<file path="config.mk">
export PLATFORM = sky130hd
export DESIGN_NAME = cfi_log_arbiter
export DESIGN_NICKNAME = d
export VERILOG_FILES = /design/src/rtl/cfi_log_arbiter.sv
export SDC_FILE = /design/constraint.sdc
export NUM_CORES = 1
export LEC_CHECK = 0
export CAP_MARGIN = 20
export CORE_MARGIN = 4
export CORE_UTILIZATION = 43
export DETAILED_ROUTE_END_ITERATION = 6
export SLEW_MARGIN = 5
export SYNTH_ARGS = -nofsm -noshare
export SYNTH_HDL_FRONTEND = slang
export SYNTH_SLANG_ARGS = --single-unit
</file>
<file path="constraint.sdc">
create_clock -name clk_i -period 20.5 [get_ports clk_i]
set_input_delay 6.15 -clock clk_i [delete_from_list [all_inputs] [get_ports clk_i]]
set_output_delay 6.15 -clock clk_i [all_outputs]
set_load 0.01 [all_outputs]
</file>
<file path="src/rtl/cfi_log_arbiter.sv">
// CFI log arbiter: compacts relevant per-port commit records into a circular FIFO
// and serialises them to the CFI checker. Define CFI_LOG_DROP_EN to drop on overflow.
package cfi_log_pkg;
   localparam int unsigned VLEN = 32;

   typedef struct packed {
      logic branch;
      logic jump;
      logic call;
      logic ret;
   } cfi_flags_t;

   typedef struct packed {
      cfi_flags_t      flags;
      logic [VLEN-1:0] addr_pc;
      logic [VLEN-1:0] addr_next;
      logic [VLEN-1:0] addr_target;
   } cfi_log_t;
endpackage

module cfi_log_arbiter
   import cfi_log_pkg::*;
#(
   parameter int unsigned NrPorts = 2,
   parameter int unsigned Depth   = 8
) (
   input  logic                         clk_i,
   input  logic                         rst_i,
   input  logic                         flush_i,
   input  logic [NrPorts-1:0]           valid_i,
   input  cfi_log_t [NrPorts-1:0]       log_i,
   output logic [NrPorts-1:0]           ready_o,
   output logic                         out_valid_o,
   output cfi_log_t                     out_log_o,
   input  logic                         out_ready_i,
   output logic [$clog2(Depth+1)-1:0]   count_o,
   output logic [31:0]                  drop_cnt_o
);

   localparam int unsigned CW = $clog2(Depth + 1);
   localparam int unsigned PW = $clog2(Depth);

   cfi_log_t           mem_q [Depth];
   logic [CW-1:0]      count_q, count_d;
   logic [PW-1:0]      rd_ptr_q, rd_ptr_d;
   logic [PW-1:0]      wr_ptr_q, wr_ptr_d;
   logic [CW-1:0]      free;
   logic [NrPorts-1:0] relevant;
   logic [NrPorts-1:0] store;
   logic [PW-1:0]      waddr [NrPorts];
   logic [CW-1:0]      n_push;
   logic               pop;
`ifdef CFI_LOG_DROP_EN
   logic [CW-1:0]      n_rel;
`else
   logic               accept;

   assign accept = (free >= CW'(NrPorts));
`endif

   assign free        = CW'(Depth) - count_q;
   assign out_valid_o = (count_q != '0);
   assign pop         = out_valid_o & out_ready_i;
   assign out_log_o   = out_valid_o ? mem_q[rd_ptr_q] : '0;
   assign count_o     = count_q;

   // Relevant records are packed into consecutive slots in port order; n_push
   // doubles as the running write offset for the next stored record.
   // NOTE: every always_comb output gets a default first so no path infers a latch.
   always_comb begin
      relevant = '0;
      store    = '0;
      n_push   = '0;
`ifdef CFI_LOG_DROP_EN
      n_rel    = '0;
`endif
      for (int p = 0; p < NrPorts; p++) begin
         waddr[p]    = wr_ptr_q + n_push[PW-1:0];
         relevant[p] = valid_i[p] & (|log_i[p].flags);
`ifdef CFI_LOG_DROP_EN
         store[p]    = relevant[p] & (n_push < free);
         if (relevant[p]) n_rel = n_rel + CW'(1);
`else
         store[p]    = relevant[p] & accept;
`endif
         if (store[p]) n_push = n_push + CW'(1);
      end
   end

   always_comb begin
      count_d  = count_q + n_push - CW'(pop);
      rd_ptr_d = rd_ptr_q + PW'(pop);
      wr_ptr_d = wr_ptr_q + n_push[PW-1:0];
   end

   // NOTE: the storage array has no reset; occupancy and pointers alone define which entries are live.
   always_ff @(posedge clk_i) begin
      for (int p = 0; p < NrPorts; p++) begin
         if (store[p]) mem_q[waddr[p]] <= log_i[p];
      end
   end

   // NOTE: sequential state uses non-blocking assignments so every register samples pre-edge values.
   always_ff @(posedge clk_i) begin
      if (rst_i) begin
         count_q  <= '0;
         rd_ptr_q <= '0;
         wr_ptr_q <= '0;
      end else if (flush_i) begin
         count_q  <= '0;
         rd_ptr_q <= '0;
         wr_ptr_q <= '0;
      end else begin
         count_q  <= count_d;
         rd_ptr_q <= rd_ptr_d;
         wr_ptr_q <= wr_ptr_d;
      end
   end

`ifdef CFI_LOG_DROP_EN
   logic [31:0] drop_q;
   logic [CW-1:0] n_drop;
   logic [32:0] drop_sum;

   assign n_drop   = n_rel - n_push;
   assign drop_sum = {1'b0, drop_q} + 33'(n_drop);

   // Drop count survives flush; only reset clears it.
   always_ff @(posedge clk_i) begin
      if (rst_i) begin
         drop_q <= '0;
      end else if (!flush_i) begin
         drop_q <= drop_sum[32] ? '1 : drop_sum[31:0];
      end
   end

   assign drop_cnt_o = drop_q;
   assign ready_o    = '1;
`else
   assign drop_cnt_o = '0;
   assign ready_o    = {NrPorts{accept}};
`endif

endmodule

</file>
### Word-level counts from Yosys, hierarchy flattened

Memories as Yosys holds them, arrays and structs flattened. A register that Yosys moved wholly into a read port is not among the register bits.
Index checks and enable logic that the tools add are counted.

| word-level totals | value |
|---|---|
| register bits after elaboration | 10 |
| RAM bits | 800 |
| bits of input ports | 206 |
| output and inout port bits | 139 |
| word-level logic and storage cells | 29 |
| memories | 1 |

| operators by class | value |
|---|---|
| add/sub/neg operators | 7 |
| magnitude comparators | 1 |
| muxes and demuxes | 8 |
| bitwise logic cells | 5 |
| reductions and logical operators | 4 |

Memory list:

| name | words | width | read ports | clocked after memory_dff | wr ports | line | RTL |
|---|---|---|---|---|---|---|---|
| mem_q | 8 | 100 | 1 | 1 | 2 | 43 | `cfi_log_t mem_q [Depth];` |

Operators with widths:

| kind | count |
|---|---|
| $mux W100 | 1 |
| $reduce_or A4 Y1 | 2 |
| $add A3 B3 Y3 | 2 |
| $and A1 B1 Y1 | 5 |
| $mux W1 | 5 |
| $add A4 B1 Y4 const B | 1 |
| $add A4 B4 Y4 | 1 |
| $ge A4 B2 Y1 const B | 1 |
| $mux W4 | 1 |
| $reduce_bool A4 Y1 | 1 |
| $sub A4 B1 Y4 | 1 |
| $sub A4 B4 Y4 const A | 1 |
| $add A3 B1 Y3 | 1 |
| $mux W3 | 1 |
| $reduce_or A2 Y1 | 1 |

### Depth between registers and ports, before layout

Gate-level depths: netlist of the first run.

| logic depth | value |
|---|---|
| word-level depth | 8 |
| mapped depth | 16 |
| gate-level depth less buffers | 15 |

### Worst setup path before layout of the first run

Ideal clock, no wire load.

| path | value |
|---|---|
| kind | in2reg |
| start | input log_i[97] in the netlist's numbering |
| end | memory mem_q[0][0] in the netlist's numbering, enable pin |
| setup time | 830 ps |
| arrival | 16,535 ps |
| required time | 19,670 ps |
| path slack | 3,136 ps |
| stages on the path | 3 |
| buffers on the path | 0 |
| cell sequence | or4_1 -> nand3_1 -> o41ai_1 |

RTL lines:

| what | line | RTL |
|---|---|---|
| start: declaration | 31 | `input cfi_log_t [NrPorts-1:0] log_i,` |
| end: declaration | 43 |  |

==> results.sh, run 1 <==
export IMPL_ctsLongestPathBuffers=3
export IMPL_hpwl_mm=62.4
export IMPL_cp_arrival_ns=11.49
export IMPL_multi_input_area_mm2=0.0161
export IMPL_cts_root_buffer="clkbuf_16"
export IMPL_synth_xor_area_share=0.00147
export IMPL_path_clk_slew_ns=0.06
export IMPL_hold_viol=0
export IMPL_grt_antenna_before_repair=28
export IMPL_power_switching_uw=1760
export IMPL_cellLeakagePower_uw=0.0157
export IMPL_die_area_mm2=0.102
export IMPL_synth_avg_cell_area_um2=18.1
export IMPL_pwr_share_seq=0.408
export IMPL_yosysWarnings=0
export IMPL_start_util=0.436
export IMPL_reg2reg_from="count_o[0]"
export IMPL_fmax_mhz=90.0
export IMPL_dr_total_vias=22440
export IMPL_min_delay_path_class="flop to flop"
export IMPL_comb_power_share=0.314
export IMPL_yosys_area_share_simple=0.0142
export IMPL_final_cell_mix="800 x edfxtp_1, 582 x mux2_1, 312 x clkdlybuf4s50_1, 200 x mux4_2, 129 x mux2_2"
export IMPL_first_pass_iters=5
export IMPL_fin_setup_tns_ns=0
export IMPL_grt_pass1_wl_mm=167
export IMPL_status="finished clean"
export IMPL_p_per_area_mw_per_mm2=118
export IMPL_cts_made_buffers=92
export IMPL_netlist_instances=2293
export IMPL_numClockSinks=810
export IMPL_cp_start_kind="input port"
export IMPL_area_growth_pct=16.2
export IMPL_htreeDepth=3
export IMPL_vias_per_cell=5.71
export IMPL_cts_resized=0
export IMPL_clkPwrFrac=0.278
export IMPL_io_buffer_count=312
export IMPL_hold_buffers=0
export IMPL_wirelength_mm=114
export IMPL_ys_ff_latch=810
export IMPL_relSlewSlack=0.224
export IMPL_vdd_drop_max_mv=0.175
export IMPL_period_share=0.542
export IMPL_cts_tree="yes"
export IMPL_gr_total_overflow=0
export IMPL_row_count=113
export IMPL_drive_gt1_frac=0.225
export IMPL_synth_seq_area_share=0.582
export IMPL_core_area_mm2=0.0954
export IMPL_drt_initial_drc_count=1550
export IMPL_synthMuxAreaShare=0.357
export IMPL_crit_required_ns=20.89
export IMPL_total_power_uw=5700
export IMPL_final_util=0.506
export IMPL_synth_compound_area_frac=0.00265
export IMPL_ant_nets=0
export IMPL_endpoint_kind="flop"
export IMPL_crit_fanout=41
export IMPL_wl_per_cell_um=29.0
export IMPL_yosysUniqueCellTypes=38
export IMPL_grt_max_degree=148
export IMPL_crit_start="log_i[97]"
export IMPL_setup_violations=0
export IMPL_io_pins=345
export IMPL_rsz0062_at_grt="false"
export IMPL_finalMaxSlewViolations=0
export IMPL_switching_share=0.308
export IMPL_seq_area_mm2=0.0242
export IMPL_crit_type="input port to flop"
export IMPL_drc_errors=0
export IMPL_synth_fa_ha_area_frac=0.00517
export IMPL_worstHoldStart="wr_ptr_q[2]"
export IMPL_postCtsSetupBuffers=0
export IMPL_synth_top_family_by_area="multiplexers"
export IMPL_fillers=7892
export IMPL_cpMaxStageDelayCell="buf_4"
export IMPL_die_h_um=319
export IMPL_synthesis_area_mm2=0.0416
export IMPL_cp_cell_sequence="clkdlybuf4s50_1 -> or4_1 -> nand3_1 -> inv_1 -> ha_1 -> ha_1 -> xnor2_1 -> nor3_1 -> nand3_4 -> buf_4 -> buf_4 -> mux2_4"
export IMPL_slowest_delay_ns=0.89
export IMPL_p_int_uw=3950
export IMPL_grtUsageTotal=0.221
export IMPL_maxCapViolCount=0
export IMPL_worstSkewPairLatency_ns=0.64
export IMPL_min_period_ns=11.11
export IMPL_finClkSkew_ns=0.0205
export IMPL_gp_congestion=0.735
export IMPL_nets=2801
export IMPL_final_common_cell="edfxtp_1"
export IMPL_fp_dieW_um=319
export IMPL_worst_pin_slew_ns=1.16
export IMPL_grt_pass1_vias=24956
cell usage after synthesis, drive strengths merged:
cell,instances,share of area
edfxtp,800,0.58
mux2,800,0.22
mux4,200,0.11
buf,157,0.032
nor2,108,0.0097
mux2i,100,0.024
clkbuf,35,0.0032
inv,15,0.0014
ha,14,0.0042
dfxtp,10,0.0048
and2,7,0.0011
nand3,5,0.00060
nand2,4,0.00036
nand3b,4,0.00072
nor3,4,0.00048
xnor2,4,0.00084
o21ai,3,0.00036
o41ai,3,0.0011
xor2,3,0.00063
and3,2,0.00030
fa,2,0.00096
o21bai,2,0.00036
o31ai,2,0.00036
or4,2,0.00036
a211oi,1,0.00018
a21o,1,0.00018
a21oi,1,0.00012
conb,1,0.000090
nand4,1,0.00030
nor2b,1,0.00015
or2,1,0.00015
state kept, by name, indices dropped and copies added, names as in the netlist:
register and flops:
mem_q 800, count_o 4, rd_ptr_q 3, wr_ptr_q 3
area by class of cell:
class	instances	share of cell area
clock inverter	49	0.00751
tap	1265	0.0327
antenna	18	0.000932
sequential	810	0.501
timing repair buffer	353	0.0720
multi-input combinational	1307	0.333
clock buffer	116	0.0517
inverter	15	0.00116
per-stage QoR:
step / std cells / setup slack, ns / hold slack, ns / instance area (µm²)
3_3_place_gp: 3750 / 8.71 / 0.663 / 45400
3_5_place_dp: 3750 / 8.75 / 0.695 / 45400
4_1_cts: 3915 / 9.43 / 0.702 / 48300
2_1_floorplan: 2324 / 3.14 / 0.569 / 41700
6_report: 3933 / 9.39 / 0.706 / 48300
5_1_grt: 3922 / 9.21 / 0.752 / 48300
per-layer routing:
metal / wire (µm) / vias up / GRT usage
li1: - / 9789 / -
met2: 59700 / 570 / 0.400
met3: 6410 / 133 / 0.0466
met4: 1700 / 14 / 0.0516
met5: 75 / - / 0
met1: 46000 / 11934 / 0.272
power by group through the flow:
stage	combinational, µW	clock [µW]	sequential [µW]
finish	1790	1580	2330
global route	1930	1690	2350
CTS	1830	1620	2330
detailed placement	1830	0	2360
global placement	1800	0	2340
floorplan	1080	0	2430
worst max-delay path, delay by kind of cell:
kind | cells | cell delay [ns]
buffers and inverters | 4 | 2.36
AND/OR/NAND/NOR | 4 | 1.88
adder cells (fa/ha/maj) | 2 | 0.44
multiplexers | 1 | 0.36
XOR/XNOR | 1 | 0.22
kinds of logic after synthesis:
group,count (synthesis)
DFF,810
xor gates and xnor gates,7
and+or+nand+nor,139
adders and majority gates,16
buffers and inverters,207
AOI/OAI and AO/OA,13
other,1
muxes,1100
path summary, 6_finish.rpt:
kind / slack [ns] / cells past startpoint / end
setup reg to reg: 14.07 / 14 / mem_q[6][37]
hold / removal: 0.71 / 2 / wr_ptr_q[2]
setup / recovery: 9.39 / 12 / mem_q[6][37]
hold reg to reg: 0.71 / 2 / wr_ptr_q[2]
(Power assumes the default switching activity.)
==> run 2, diff against run 1 <==
==> constraint.sdc (replaced) <==
create_clock -name clk_i -period 9.65 [get_ports clk_i]
set_input_delay 2.895 -clock clk_i [delete_from_list [all_inputs] [get_ports clk_i]]
set_output_delay 2.895 -clock clk_i [all_outputs]
set_load 0.01 [all_outputs]
==> results.sh, run 2 (synthesized netlist as in run 1, its figures left out) <==
export IMPL_grt_max_degree=101
export IMPL_finalMaxSlewViolations=0
export IMPL_grt_antenna_before_repair=33
export IMPL_pwr_share_seq=0.409
export IMPL_first_pass_iters=5
export IMPL_crit_required_ns=10.04
export IMPL_cts_made_buffers=92
export IMPL_status="finished clean"
export IMPL_cellLeakagePower_uw=0.0157
export IMPL_fin_cells=3933
export IMPL_total_power_uw=12100
export IMPL_hold_buffers=0
export IMPL_gp_congestion=0.758
export IMPL_final_cell_mix="800 x edfxtp_1, 582 x mux2_1, 312 x clkdlybuf4s50_1, 200 x mux4_2, 129 x mux2_2"
export IMPL_grt_pass1_wl_mm=168
export IMPL_ctsLongestPathBuffers=3
export IMPL_clkPwrFrac=0.273
export IMPL_io_pins=345
export IMPL_hpwl_mm=60.9
export IMPL_dr_total_vias=22656
export IMPL_worst_pin_slew_ns=1.06
export IMPL_crit_start="log_i[96]"
export IMPL_gr_total_overflow=0
export IMPL_drt_initial_drc_count=1660
export IMPL_vdd_drop_max_mv=0.284
export IMPL_switching_share=0.310
export IMPL_worstHoldStart="count_o[0]"
export IMPL_hold_depth=2
export IMPL_htreeDepth=3
export IMPL_min_period_ns=7.11
export IMPL_min_delay_path_class="flop to flop"
export IMPL_cp_start_kind="input port"
export IMPL_timing_final_ws_setup_ns=2.54
export IMPL_maxCapViolCount=0
export IMPL_ant_nets=0
export IMPL_fin_setup_tns_ns=0
export IMPL_cts_resized=0
export IMPL_worstSkewPairLatency_ns=0.64
export IMPL_fillers=7806
export IMPL_finClkSkew_ns=0.0195
export IMPL_drive_gt1_frac=0.225
export IMPL_timing_rr_end="mem_q[6][59]"
export IMPL_die_area_mm2=0.102
export IMPL_cp_arrival_ns=7.50
export IMPL_period_share=0.736
export IMPL_row_count=113
export IMPL_fp_dieW_um=319
export IMPL_comb_power_share=0.318
export IMPL_fmax_mhz=141
export IMPL_setup_violations=0
export IMPL_numClockSinks=810
export IMPL_post_place_ws_ns=1.90
export IMPL_start_util=0.436
export IMPL_seq_area_mm2=0.0242
export IMPL_grtUsageTotal=0.223
export IMPL_final_common_cell="edfxtp_1"
export IMPL_nets=2797
export IMPL_crit_type="input port to flop"
export IMPL_cts_root_buffer="clkbuf_16"
export IMPL_vias_per_cell=5.76
export IMPL_io_buffer_count=312
export IMPL_postCtsSetupBuffers=0
export IMPL_final_util=0.507
export IMPL_wl_per_cell_um=29.1
export IMPL_dp_cells=3746
export IMPL_multi_input_area_mm2=0.0161
export IMPL_grt_pass1_vias=24992
export IMPL_drc_errors=0
export IMPL_crit_fanout=34
export IMPL_core_area_mm2=0.0954
export IMPL_rsz0062_at_grt="false"
export IMPL_hold_viol=0
export IMPL_endpoint_kind="flop"
export IMPL_relSlewSlack=0.294
export IMPL_reg2reg_setup_slack_ns=4.04
export IMPL_area_growth_pct=16.4
export IMPL_cts_tree="yes"
export IMPL_path_clk_slew_ns=0.06
export IMPL_hold_end="count_o[0]"
export IMPL_reg2regPathDepth=13
export IMPL_power_switching_uw=3740
export IMPL_wirelength_mm=115
export IMPL_p_per_area_mw_per_mm2=249
export IMPL_die_h_um=319
export IMPL_p_int_uw=8330
export IMPL_reg2reg_from="count_o[1]"
export IMPL_largest_reg_flops=800
## run 2: changes by cell type in the layout (fill, tap and decap cells not counted), moves of 4 or more
cell / previous run / this run
buf_12: 4 / 17
buf_4: 37 / 20
clkbuf_16: 97 / 93
clkinv_1: 28 / 22
clkinv_2: 14 / 18
diode_2: 18 / 22
## run 2: how the worst max path moves through the flow
stage / end / slack (ns) / cells past startpoint
4_1_cts: mem_q[6][59] / 2.59 / 11
5_1_grt: mem_q[7][35] / 2.29 / 11
3_5_place_dp: mem_q[6][59] / 1.90 / 11
2_1_floorplan: mem_q[0][0] / -4.46 / 3
3_3_place_gp: mem_q[7][35] / 1.81 / 11
6_report: mem_q[6][59] / 2.54 / 11
## run 2: layout make-up
type	count	share of cell area
inverters	15	0.00116
diodes	22	0.00114
multi-input cells	1307	0.332
repair buffers	349	0.0746
clock buffers	114	0.0497
flip-flops and latches	810	0.501
well taps	1265	0.0327
clock inverters	51	0.00804
## run 2: worst max-delay path: stages
cell and delay [ns]:
clkdlybuf4s50_1 0.56, or4_1 0.57, nand3_1 0.60, inv_1 0.16, ha_1 0.23, ha_1 0.21, xnor2_1 0.16, nor3_1 0.38
nand3_4 0.60, buf_4 0.61, mux2_4 0.42
## run 2: power by group through the flow
stage	clock network (µW)	logic, µW	registers [µW]
2_1_floorplan	0	2290	5170
3_3_place_gp	0	3860	4980
3_5_place_dp	0	3900	5020
4_1_cts	3380	3920	4950
5_1_grt	3530	4110	4990
6_report	3300	3840	4940
## run 2: through the flow
| stage | hold slack, ns | instance area (µm²) |
|---|---|---|
| final | 0.689 | 48400 |
| after global routing | 0.733 | 48400 |
| after CTS | 0.685 | 48400 |
| after detailed placement | 0.669 | 45600 |
| after global placement | 0.671 | 45500 |
| after floorplan | 0.569 | 41700 |
## run 2: per-layer routing
metal / part of all wire / GRT usage / up-vias
li1: - / - / 9772
met1: 0.41 / 0.283 / 12108
met2: 0.51 / 0.386 / 619
met3: 0.055 / 0.0424 / 145
met4: 0.023 / 0.0693 / 12
met5: 0.00056 / 0 / -
==> run 3, diff against run 2 <==
==> constraint.sdc (replaced) <==
create_clock -name clk_i -period 6.08 [get_ports clk_i]
set_input_delay 1.824 -clock clk_i [delete_from_list [all_inputs] [get_ports clk_i]]
set_output_delay 1.824 -clock clk_i [all_outputs]
set_load 0.01 [all_outputs]
==> results.sh, run 3 (synthesized netlist as in run 1, its figures left out) <==
export IMPL_status="finished clean"
export IMPL_multi_input_area_mm2=0.0161
export IMPL_cts_resized=0
export IMPL_wl_per_cell_um=28.3
export IMPL_setup_violations=0
export IMPL_die_h_um=319
export IMPL_grt_pass1_vias=25051
export IMPL_crit_start="rd_ptr_q[0]"
export IMPL_drt_initial_drc_count=1413
export IMPL_io_pins=345
export IMPL_hpwl_mm=65.0
export IMPL_final_cell_mix="800 x edfxtp_1, 582 x mux2_1, 312 x clkdlybuf4s50_1, 200 x mux4_2, 129 x mux2_2"
export IMPL_period_share=0.871
export IMPL_worstSkewPairLatency_ns=0.66
export IMPL_largest_reg_flops=800
export IMPL_gp_congestion=0.742
export IMPL_cts_root_buffer="clkbuf_16"
export IMPL_hold_buffers=0
export IMPL_grt_max_degree=70
export IMPL_maxCapViolCount=0
export IMPL_wirelength_mm=112
export IMPL_min_delay_path_class="flop to flop"
export IMPL_io_buffer_count=312
export IMPL_vias_per_cell=5.71
export IMPL_finalMaxSlewViolations=0
export IMPL_holdWs_ns=0.727
export IMPL_fp_dieW_um=319
export IMPL_p_per_area_mw_per_mm2=395
export IMPL_core_area_mm2=0.0954
export IMPL_postCtsSetupBuffers=0
export IMPL_nets=2828
export IMPL_hold_viol=0
export IMPL_rsz0062_at_grt="false"
export IMPL_fillers=7858
export IMPL_total_power_uw=19400
export IMPL_grtUsageTotal=0.219
export IMPL_first_pass_iters=5
export IMPL_cp_start_kind="flop"
export IMPL_gr_total_overflow=0
export IMPL_dr_total_vias=22679
export IMPL_grt_pass1_wl_mm=167
export IMPL_reg2reg_from="count_o[0]"
export IMPL_final_common_cell="edfxtp_1"
export IMPL_area_growth_pct=17.9
export IMPL_worst_pin_slew_ns=0.759
export IMPL_htreeDepth=3
export IMPL_ant_nets=0
export IMPL_ctsLongestPathBuffers=3
export IMPL_drc_errors=0
export IMPL_reg2reg_setup_slack_ns=1.71
export IMPL_cp_arrival_ns=3.47
export IMPL_reg2regPathDepth=13
export IMPL_numClockSinks=810
export IMPL_path_clk_slew_ns=0.05
export IMPL_cellLeakagePower_uw=0.0160
export IMPL_min_period_ns=5.29
export IMPL_start_util=0.436
export IMPL_finClkSkew_ns=0.0206
export IMPL_fmax_mhz=189
export IMPL_crit_type="flop to output pin"
export IMPL_timing_rr_end="mem_q[0][11]"
export IMPL_endpoint_kind="output pin"
export IMPL_grt_antenna_before_repair=27
export IMPL_crit_fanout=28
export IMPL_vdd_drop_max_mv=0.551
export IMPL_cts_tree="yes"
export IMPL_seq_area_mm2=0.0242
export IMPL_relSlewSlack=0.494
export IMPL_row_count=113
export IMPL_crit_path_end="out_log_o[2]"
export IMPL_crit_required_ns=4.26
export IMPL_cts_made_buffers=92
export IMPL_drive_gt1_frac=0.234
export IMPL_die_area_mm2=0.102
==> run 3: metal layers <==
layer / up-vias / wire length [µm] / global-route usage / share of wire
met4: 10 / 2490 / 0.0596 / 0.022
met3: 166 / 5320 / 0.0379 / 0.047
li1: 9865 / - / - / -
met5: - / 64 / 0 / 0.00057
met1: 12107 / 45800 / 0.279 / 0.41
met2: 531 / 58600 / 0.389 / 0.52
==> run 3: critical path, stage by stage, from the launching register on <==
cell and delay, ns:
dfxtp_4 0.79, buf_4 0.57, mux4_2 0.56, mux2i_1 0.27, nor2_1 0.09, clkdlybuf4s50_1 0.52
==> run 3: final cells by class <==
cell class | count | share of cell area
diodes | 21 | 0.00107
clock buffers | 119 | 0.0508
clock inverters | 53 | 0.00819
inverters | 15 | 0.00115
multi-input cells | 1307 | 0.328
flip-flops and latches | 810 | 0.494
well taps | 1265 | 0.0323
repair buffers | 380 | 0.0841
==> run 3: worst min path at each step <==
stage,startpoint,end,slack [ns],depth (start not counted)
6_report,count_o[3],count_o[3],0.73,4
5_1_grt,count_o[3],count_o[3],0.78,4
4_1_cts,count_o[3],count_o[3],0.72,4
3_5_place_dp,count_o[0],count_o[0],0.68,2
3_3_place_gp,count_o[0],count_o[0],0.67,2
2_1_floorplan,rd_ptr_q[1],rd_ptr_q[1],0.57,2
==> run 3: metrics by stage <==
step                 util  setup TNS (ns)  worst slack (ns)  std cells  cell area, µm²
finish              0.514               0             0.786       3970           49000
global route        0.514               0             0.594       3960           49000
CTS                 0.513               0             0.679       3949           49000
detailed placement  0.483               0             0.488       3777           46100
global placement    0.483               0             0.462       3777           46100
floorplan               -        -1222.43             -2.21       2324           41700
==> run 3: power by group <==
part | internal, µW | switching, µW | leakage [µW]
combinational | 2780 | 3400 | 0.00721
sequential | 7560 | 277 | 0.00738
clock | 3100 | 2250 | 0.00140
total | 13400 | 5930 | 0.0160
